### config.mk
export PLATFORM = sky130hd
export DESIGN_NAME = fifo_rr_dispatcher
export DESIGN_NICKNAME = d
export VERILOG_FILES = /design/src/rtl/fifo_rr_dispatcher_pkg.sv /design/src/rtl/fifo_rr_dispatcher_rr_priority_picker.sv /design/src/rtl/fifo_rr_dispatcher.sv
export SDC_FILE = /design/constraint.sdc
export NUM_CORES = 1
export LEC_CHECK = 0
export CORE_MARGIN = 10
export CORE_UTILIZATION = 25
export DETAILED_ROUTE_END_ITERATION = 8
export HOLD_SLACK_MARGIN = 0.08
export PLACE_DENSITY = 0.56
export SETUP_SLACK_MARGIN = 0.3
export SLEW_MARGIN = 0
export SYNTH_ARGS = -nofsm -noshare
export SYNTH_HDL_FRONTEND = slang
export SYNTH_SLANG_ARGS = --single-unit
### constraint.sdc
create_clock -name clk -period 7.7 [get_ports clk]
set_input_delay 0.77 -clock clk [delete_from_list [all_inputs] [get_ports clk]]
set_output_delay 0.77 -clock clk [all_outputs]
set_load 0.03 [all_outputs]
### src/rtl/fifo_rr_dispatcher_pkg.sv
// Shared definitions for the FIFO round-robin dispatcher and the FIFO bank wrapper.
// Holds the FSM state encodings and the default word/destination widths.
package fifo_rr_dispatcher_pkg;

  localparam int DATA_WIDTH_DEF = 6;
  localparam int DEST_BITS_DEF  = 2;

  typedef enum logic [1:0] {
    ST_IDLE   = 2'd0,
    ST_ACTIVE = 2'd1,
    ST_PAUSED = 2'd2
  } state_e;

endpackage

### src/rtl/fifo_rr_dispatcher_rr_priority_picker.sv
// Combinational round-robin picker: first eligible input after ptr, searching cyclically.
// Produces a one-hot grant plus a flag saying whether anything was eligible.
module rr_priority_picker #(
  parameter int NUM_IN = 4
) (
  input  logic [NUM_IN-1:0]         eligible_i,
  input  logic [$clog2(NUM_IN)-1:0] ptr_i,
  output logic [NUM_IN-1:0]         grant_o,
  output logic                      found_o
);

  localparam int PTR_W = $clog2(NUM_IN);

  always_comb begin
    logic [PTR_W-1:0] j;
    j       = '0;
    grant_o = '0;
    found_o = 1'b0;
    for (int k = 1; k <= NUM_IN; k++) begin
      j = PTR_W'((int'(ptr_i) + k) % NUM_IN);
      if (!found_o && eligible_i[j]) begin
        grant_o[j] = 1'b1;
        found_o    = 1'b1;
      end
    end
  end

endmodule

### src/rtl/fifo_rr_dispatcher.sv
// Round-robin drain of NUM_IN upstream FIFOs into NUM_OUT downstream FIFOs,
// routed by the word's top DEST_BITS bits through a fixed 2-cycle pop/capture/push pipeline.
module fifo_rr_dispatcher
  import fifo_rr_dispatcher_pkg::*;
#(
  parameter int NUM_IN     = 4,
  parameter int NUM_OUT    = 4,
  parameter int DATA_WIDTH = DATA_WIDTH_DEF,
  parameter int DEST_BITS  = DEST_BITS_DEF,
  parameter int HOLDOFF    = 2
) (
  input  logic                         clk,
  input  logic                         reset_L,
  input  logic [NUM_IN-1:0]            fifo_empty,
  input  logic [NUM_IN*DATA_WIDTH-1:0] fifo_data_in,
  output logic [NUM_IN-1:0]            pop,
  input  logic [NUM_OUT-1:0]           pause_in,
  output logic [NUM_OUT-1:0]           push_out,
  output logic [DATA_WIDTH-1:0]        data_out,
  output logic [1:0]                   state,
  output logic                         error_out
);

  localparam int PTR_W = $clog2(NUM_IN);
  localparam int CNT_W = $clog2(HOLDOFF + 1);

  state_e                        state_q, state_d;
  logic [PTR_W-1:0]              ptr_q, ptr_d;
  logic [NUM_IN-1:0][CNT_W-1:0]  hold_q, hold_d;
  logic [NUM_IN-1:0]             pop_q, pop_d;
  logic [NUM_IN-1:0]             eligible, grant;
  logic                          found;
  logic [PTR_W-1:0]              grant_idx;
  logic                          vld_p0_q, vld_p1_q;
  logic [PTR_W-1:0]              idx_p0_q, idx_p1_q;
  logic [NUM_OUT-1:0]            push_q, push_d;
  logic [DATA_WIDTH-1:0]         data_q, data_d;
  logic [DATA_WIDTH-1:0]         word;
  logic [DEST_BITS-1:0]          dest;

  always_comb begin
    for (int i = 0; i < NUM_IN; i++) begin
      eligible[i] = !fifo_empty[i] && (hold_q[i] == '0);
    end
  end

  rr_priority_picker #(.NUM_IN(NUM_IN)) u_picker (
    .eligible_i (eligible),
    .ptr_i      (ptr_q),
    .grant_o    (grant),
    .found_o    (found)
  );

  // Pause wins over everything: the destination of a word is unknown until it is read.
  always_comb begin
    state_d = state_q;
    unique case (state_q)
      ST_IDLE: begin
        if (|pause_in)      state_d = ST_PAUSED;
        else if (|eligible) state_d = ST_ACTIVE;
      end
      ST_ACTIVE: begin
        if (|pause_in)        state_d = ST_PAUSED;
        else if (&fifo_empty) state_d = ST_IDLE;
      end
      ST_PAUSED: begin
        if (!(|pause_in)) begin
          if (|eligible)        state_d = ST_ACTIVE;
          else if (&fifo_empty) state_d = ST_IDLE;
        end
      end
      default: state_d = ST_IDLE;
    endcase
  end

  // Stage p0: grant becomes the registered pop; the holdoff covers the empty-flag lag.
  always_comb begin
    pop_d     = (state_d == ST_ACTIVE && found) ? grant : '0;
    grant_idx = '0;
    for (int i = 0; i < NUM_IN; i++) begin
      if (grant[i]) grant_idx = PTR_W'(i);
    end
    ptr_d = (|pop_d) ? grant_idx : ptr_q;
    for (int i = 0; i < NUM_IN; i++) begin
      if (pop_d[i])              hold_d[i] = CNT_W'(HOLDOFF);
      else if (hold_q[i] != '0)  hold_d[i] = hold_q[i] - CNT_W'(1);
      else                       hold_d[i] = hold_q[i];
    end
  end

  // Stage p1: upstream read data is valid now; route it to the push registers.
  always_comb begin
    word = '0;
    for (int i = 0; i < NUM_IN; i++) begin
      if (idx_p1_q == PTR_W'(i)) word = fifo_data_in[i*DATA_WIDTH +: DATA_WIDTH];
    end
    dest   = word[DATA_WIDTH-1 -: DEST_BITS];
    push_d = vld_p1_q ? (NUM_OUT'(1) << dest) : '0;
    data_d = vld_p1_q ? word : data_q;
  end

  always_ff @(posedge clk or negedge reset_L) begin
    if (!reset_L) begin
      state_q  <= ST_IDLE;
      ptr_q    <= PTR_W'(NUM_IN - 1);
      hold_q   <= '0;
      pop_q    <= '0;
      vld_p0_q <= 1'b0;
      idx_p0_q <= '0;
      vld_p1_q <= 1'b0;
      idx_p1_q <= '0;
      push_q   <= '0;
      data_q   <= '0;
    end else begin
      state_q  <= state_d;
      ptr_q    <= ptr_d;
      hold_q   <= hold_d;
      pop_q    <= pop_d;
      vld_p0_q <= |pop_d;
      idx_p0_q <= grant_idx;
      vld_p1_q <= vld_p0_q;
      idx_p1_q <= idx_p0_q;
      push_q   <= push_d;
      data_q   <= data_d;
    end
  end

  assign pop       = pop_q;
  assign push_out  = push_q;
  assign data_out  = data_q;
  assign state     = state_q;
  assign error_out = |(push_q & pause_in);

endmodule

=== Word-level counts from Yosys, hierarchy flattened ===
Cells that the tools add are included.

* Register bits after elaboration: 32
* Output and inout port bits: 17

* Bitwise operators: 4
* Reduce and logical (&&, ||, !) cells: 38
* Add/subtract/negate cells: 8
* Shifts and indexed selects: 1
* Equality and inequality tests: 6
* Order comparisons: 8
* Muxes and demuxes: 48

{| class="wikitable"
|+ Operator list
! kind !! count
|-
| $mux W2 || 16
|-
| $mux W4 || 6
|-
| $mux W6 || 4
|-
| $reduce_bool A2 Y1 || 8
|-
| $reduce_or A4 Y1 || 4
|-
| $mux W1 || 13
|-
| $logic_and A1 B1 Y1 || 12
|-
| $logic_not A2 Y1 || 6
|-
| $lt A2 B3 Y1 const B || 4
|-
| $or A4 B4 Y4 || 3
|-
| $bmux W1 S2 || 4
|-
| $demux W1 S2 || 4
|-
| $ge A2 B1 Y1 const B || 4
|-
| $sub A2 B1 Y2 const B || 4
|-
| $logic_not A1 Y1 || 7
|-
| $eq A2 B1 Y1 const B || 3
|-
| $eq A2 B2 Y1 const B || 3
|-
| $pmux W2 S3 || 1
|-
| $add A2 B1 Y2 const B || 2
|-
| $add A2 B2 Y2 const B || 2
|-
| $and A4 B4 Y4 || 1
|-
| $reduce_and A4 Y1 || 1
|-
| $shl A1 B2 Y4 const A || 1
|}

=== Longest topological paths before layout ===
* Word-level depth: 17
* Mapped depth: 9

=== Modules after synthesis ===
A second synthesis with hierarchy kept.

* Cells, all modules: 164
* Area, all modules: 1898.1 um^2

{| class="wikitable"
|+ By module, submodules not included
! module !! times used !! cells an instance !! area an instance (um^2)
|-
| fifo_rr_dispatcher || 1 || 116 || 1482.7
|-
| rr_priority_picker || 1 || 48 || 415.4
|}

=== Least setup slack after synthesis ===
OpenSTA, ideal clock, no wires.

* Kind: register -> register
* From: reg ptr_q[0]
* To: reg ptr_q[0]
* Buffers on the path: 0
* Arrival: 3069 ps
* Setup time: 85 ps
* Setup slack: 4546 ps
* Clock period less this slack: 3154 ps
* Stages on the path, launching flop included: 8
* Path through: dfstp_2 inv_1 ha_1 mux4_2 a22o_1 o31a_1 or4_4 mux2_1

* Cells in the longest elaborated chain, start to end: 16
* Elaborated cells between the ends (all ways): 55
* Those cells by class: add/sub (4); order compare (8); mux (28); bitwise (3); reduce/logical (12)

{| class="wikitable"
|+ RTL lines
! item !! line !! source
|-
| start, declared || fifo_rr_dispatcher.sv:28 || <nowiki>logic [PTR_W-1:0] ptr_q, ptr_d;</nowiki>
|-
| start signal, assigned || fifo_rr_dispatcher.sv:105 || <nowiki>ptr_q <= PTR_W'(NUM_IN - 1);</nowiki>
|-
| start signal, assigned || fifo_rr_dispatcher.sv:116 || <nowiki>ptr_q <= ptr_d;</nowiki>
|-
| parallel branches: the longest is 14 deep, another holds $lt A2 B3 Y1 || - ||
|-
| $mux W4 (*) || fifo_rr_dispatcher.sv:78 || <nowiki>pop_d = (state_d == ST_ACTIVE && found) ? grant : '0;</nowiki>
|-
| named net pop_d[0] || fifo_rr_dispatcher.sv:30 || <nowiki>logic [NUM_IN-1:0] pop_q, pop_d;</nowiki>
|-
| $reduce_or A4 Y1 (*) || fifo_rr_dispatcher.sv:83 || <nowiki>ptr_d = (|pop_d) ? grant_idx : ptr_q;</nowiki>
|}

Mark *: on every way through the listed nets, which the timed path passes. The select of a mux whose other input is x is not followed.
A chain may end at the register's enable or synchronous reset.

=== Final worst setup path ===
Same ends and word-level chain as after synthesis.

==> impl_metrics.env <==
export IMPL_overflow=0
export IMPL_yosys_register_bits=32
export IMPL_post_route_period_util=0.4397
export IMPL_syn_area_per_cell_um2=11.50
export IMPL_synth_edf_count=0
export IMPL_synth_most_common_cell="dfrtp_1"
export IMPL_utilization=0.3575
export IMPL_syn_area_um2=1829
export IMPL_grt_max_degree=33
export IMPL_path_cells="inv_1 > ha_1 > mux4_2 > a22o_1 > o31a_1 > or4_4 > mux2_1"
export IMPL_syn_nets=205
export IMPL_core_area_um2=7176
export IMPL_dp_hpwl_mm=3.654
export IMPL_final_hold_viol_count=0
export IMPL_nFillCells=700
export IMPL_whs_ps=351.1
export IMPL_yosysWarnings=0
export IMPL_cap_violations=0
export IMPL_yosysTopAreaCell="dfrtp_1"
export IMPL_path_max_fanout=9
export IMPL_syn_inst=159
export IMPL_arrival_ps=3590
export IMPL_start_kind="flip-flop"
export IMPL_die_y_um=105.5
export IMPL_vias=1446
export IMPL_numCtsBuffers=5
export IMPL_io_pins=51
export IMPL_firstDrtPassIters=4
export IMPL_setup_viol=0
export IMPL_netlist_top_cells_count="dfrtp_1 (30), nor2_1 (15), inv_1 (13)"
export IMPL_grt_pass1_vias=1499
export IMPL_die_w_um=105.5
export IMPL_cts_sinks=32
export IMPL_crit_path_end_kind="flip-flop"
export IMPL_pre_cts_ws_ps=4178
export IMPL_area_growth_pct=40.22
export IMPL_min_period_ps=3385
export IMPL_timing_fmax_ghz=0.2954
export IMPL_ant_nets=0
export IMPL_maxSlewHeadroom=0.5953
export IMPL_drt_iter0_drc=50
export IMPL_fin_worst_skew_ps=1.946
export IMPL_hold_class="flip-flop to flip-flop"
export IMPL_placed_cells=307
export IMPL_status="finished clean"
export IMPL_antenna_found_initial=0
export IMPL_power_density_nw_per_um2=332.4
export IMPL_cp_required_ps=7910
export IMPL_nNetsFinal=261
export IMPL_ctsRootBufferMaster="clkbuf_8"
export IMPL_clk_latency_ps=280
export IMPL_worstSetupPathType="flip-flop to flip-flop"
export IMPL_max_clock_path_buffers=2
export IMPL_final_cells=315
export IMPL_grtUsageTotal=0.08315
export IMPL_rsz0062_at_grt="false"
export IMPL_grt_first_pass_wirelength_mm=7.617
export IMPL_cts_tree="done"
export IMPL_worstMarginPinSlew_ps=601.5
export IMPL_drc=0
export IMPL_leakage_nw=1.118
export IMPL_drive_above_1_share=0.1481
export IMPL_placed_area_um2=2454
export IMPL_slowest_delay_ps=640
export IMPL_synth_top_area_frac=0.4104
export IMPL_p_total_uw=852.6
export IMPL_core_rowCount=31
export IMPL_yosysSeqAreaShare=0.4391
export IMPL_fp_dieArea_um2=11140
export IMPL_synth_area_top_cells="dfrtp_1 (41%), mux4_2 (11%), ha_1 (8.2%), nor3_1 (3.3%), mux2_2 (3.1%)"
export IMPL_synth_ff_type="dfrtp_1"
export IMPL_path_clk_slew_ps=70
export IMPL_io_buffers=50
export IMPL_cts_hold_buf=0
export IMPL_ys_async_sr_fraction=1.000
export IMPL_cts_resized_gates=0
export IMPL_post_cts_buffers=0
export IMPL_start_util=0.2549
export IMPL_synthDistinctLibCells=33
export IMPL_diodes=0
export IMPL_h_tree_depth=2
export IMPL_fin_ws_ps=4315
export IMPL_peakVddDrop_mv=0.08212
export IMPL_fin_setup_tns_ps=0
export IMPL_wl_per_cell_um=14.17
export IMPL_drv_slew=0
export IMPL_final_cell_area_um2=2565
export IMPL_routed_via_density=4.590
export IMPL_critPathSlowestCell="dfstp_2"
export IMPL_routed_wl_mm=4.465
export IMPL_gp_congestion=0.8028
-- sequential cells by signal (all words and copies together) (netlist names) --
| register | cells |
|---|---|
| idx_p1_q | 2 |
| vld_p0_q | 1 |
| data_out | 6 |
| state | 2 |
| hold_q | 8 |
| pop | 4 |
| idx_p0_q | 2 |
| vld_p1_q | 1 |
| push_out | 4 |
| ptr_q | 2 |
-- cell usage in the layout (no fill, tap or decap), types with 3 or more instances in the layout --
cell type / instances
nor2_1: 15
nor4_1: 3
xor2_1: 4
dfrtp_1: 30
ha_1: 12
mux4_2: 9
o31a_1: 4
nand2b_1: 6
a22o_1: 4
nand2_1: 6
clkbuf_8: 5
nor3_1: 12
and3_1: 3
nor2b_4: 4
clkdlybuf4s50_1: 50
inv_1: 13
a22oi_1: 3
a211o_1: 3
mux2_2: 5
-- layer usage --
metal	part of all wire	GRT usage
met1	0.47	0.1058
met4	0.019	0.03191
met5	0	0
met3	0.058	0.02680
met2	0.45	0.1284
-- power by group --
part           internal [mW]  switching [mW]  total [mW]
combinational          0.206           0.214       0.420
sequential             0.228          0.0470       0.275
clock                 0.0956          0.0624       0.158
total                  0.529           0.323       0.853
-- worst max-delay path, delay by kind of cell, from the launching register on --
family	cells	cell delay, ps
fa+ha+maj	1	410
simple gates	1	550
buf+inv	1	180
compound gates	2	630
mux	2	900
flops	1	640
-- cells by family after synthesis --
logic type / Yosys count / share of synthesized area
buffers and inverters: 16 / 0.03283
AO/OA/AOI/OAI: 24 / 0.1026
AND/OR/NAND/NOR: 55 / 0.1710
flip-flops: 32 / 0.4391
adder cells (fa/ha/maj): 12 / 0.08208
XOR/XNOR: 4 / 0.01915
multiplexers: 16 / 0.1532
-- area by class of cell --
type,count,area (um2),share of cell area
repair buffers,51,508.0,0.1980
flip-flops and latches,32,803.3,0.3132
clock inverters,3,42.54,0.01659
well taps,99,123.9,0.04829
clock buffers,5,68.82,0.02683
multi-input cells,111,965.9,0.3766
inverters,14,52.55,0.02049
-- path summary, 6_finish.rpt --
| kind | depth (start not counted) | start | slack [ps] | to |
|---|---|---|---|---|
| max | 7 | ptr_q[0] | 4310 | ptr_q[0] |
| min | 0 | vld_p0_q | 350 | vld_p1_q |
| max reg2reg | 7 | ptr_q[0] | 4310 | ptr_q[0] |
| min reg2reg | 0 | vld_p0_q | 350 | vld_p1_q |
| max in group asynchronous | 2 | reset_L | 6480 | ptr_q[1] |
| min in group asynchronous | 2 | reset_L | 900 | data_out[0] |
Note: power is estimated with default switching activity, not from simulation.
==> RTL change, RTL diff (config.mk and constraints unchanged) <==
Reset style: synchronous (`reset_L`), changed in one clocked block.
--- a/src/rtl/fifo_rr_dispatcher.sv
+++ b/src/rtl/fifo_rr_dispatcher.sv
@@ -99,7 +99,7 @@
     data_d = vld_p1_q ? word : data_q;
   end
 
-  always_ff @(posedge clk or negedge reset_L) begin
+  always_ff @(posedge clk) begin
     if (!reset_L) begin
       state_q  <= ST_IDLE;
       ptr_q    <= PTR_W'(NUM_IN - 1);
Formal check against the unedited RTL: differs if reset_L is asserted again (counterexample within 4 cycles, from zero or initial values and one cycle with reset_L low); with reset_L held inactive, the same outputs for 4 cycles.
==> RTL change against the original RTL <==
- count of clock-buffer cells in the layout up 3
- routed wire length up 6.1%
- register-to-register slack better by 0.32 ns
- global-route usage up 0.56 points
- critical path type is now input pin to register
- final area down 7.1%
- via count rose by 1.5%
- area after synthesis decreased by 5.8%
- sequential cell count unchanged
- utilization decreased by 0.47 points
- die area is 4.7% lower
- worst setup slack improved by 0.10 ns
Power is not compared: it rests on default switching activity, and its combinational part moved more than twofold at a synthesized area within 25%.
==> RTL change: results (changes against the original RTL) <==
run status=complete, no violations; synth top area cells=dfxtp_1 37%, mux4_2 13%, ha_1 5.8%; Syn Area/Cell=9.73 sq um (-15%); ys async rst share=0% (-100 points); slew of the pin with the lowest slew margin=0.599 ns (-0.00210 ns); Max FO, Critical Path=6 (-3); first-pass GRT wire length=7490 um (-1.6%); worst r2r path cells=8 (+1); post-synth cell types=40 (+21%); vias=1,468 (+1.5%); Slowest cell on crit path=mux4_2; pin count of the biggest net entering global routing=18 (-45%); fraction of layout instances using a drive strength above 1=10.1% (-4.7 points); Nets=269 (+3.1%); Syn Nets=219 (+6.8%); clk_skew=0.00368 ns (+0.00173 ns); CP Data Arrival Time=3.44 ns (-0.15 ns); Post-DP Area=2290 sq um (-6.5%); DP Worst Slack=4.11 ns (-0.0659 ns); GP Congestion=0.792 (-1.4%); post-synthesis sequential area ratio=37.2% (-6.7 points); WL per Instance=15.4 um (+8.5%); top cells by count, synth=32 x dfxtp_1, 20 x nor2_1, 16 x nand2_1; vias per cell=4.77 (+3.8%); slowest cell delay on critical path=0.57 ns (-0.07 ns); dpl hpwl=3810 um (+4.3%)
## RTL change: changes by cell type after synthesis, moves of 5 or more
cell,delta
mux2i_1,+5
dfrtp_1,-30
nand2_1,+10
dfxtp_1,+32
inv_1,-9
nand3_1,+7
and2_1,+7
mux2_2,-5
a21oi_1,+8
nor2_1,+5
## RTL change: per-layer routing
layer  global-route usage (%)  vias to the layer above  share of wire, %
met5                        0                        -                 0
met3                     1.61                        5               3.3
li1                         -                      738                 -
met1                     10.8                      701                43
met4                     3.21                        0               1.2
met2                     15.3                       24                53
## RTL change: cell families after synthesis
| kind of cell | after synthesis | synth area share, % |
|---|---|---|
| flops | 32 | 37.2 |
| mux | 17 | 17.4 |
| buf+inv | 12 | 2.83 |
| fa+ha+maj | 8 | 5.81 |
| simple gates | 80 | 23.9 |
| compound gates | 28 | 12.9 |
## RTL change: final cells by class
| type | instances | area (sq um) |
|---|---|---|
| Clock buffer | 8 | 90.1 |
| Multi-Input combinational cell | 133 | 1030 |
| Fill cell | 689 | 4370 |
| Tap cell | 80 | 100 |
| Timing Repair Buffer | 50 | 500 |
| Inverter | 5 | 18.8 |
| Sequential cell | 32 | 641 |
## RTL change: final timing paths
path | start | end | slack, ns
max | fifo_empty[3] | ptr_q[0] | 4.42
min | idx_p0_q[0] | idx_p1_q[0] | 0.44
min reg2reg | idx_p0_q[0] | idx_p1_q[0] | 0.44
max reg2reg | ptr_q[0] | ptr_q[0] | 4.63
## RTL change: power breakdown
group          internal [mW]  total (mW)  switching, mW
logic                 0.0419      0.0744         0.0325
clock network         0.0728       0.128         0.0550
registers              0.170       0.176        0.00570
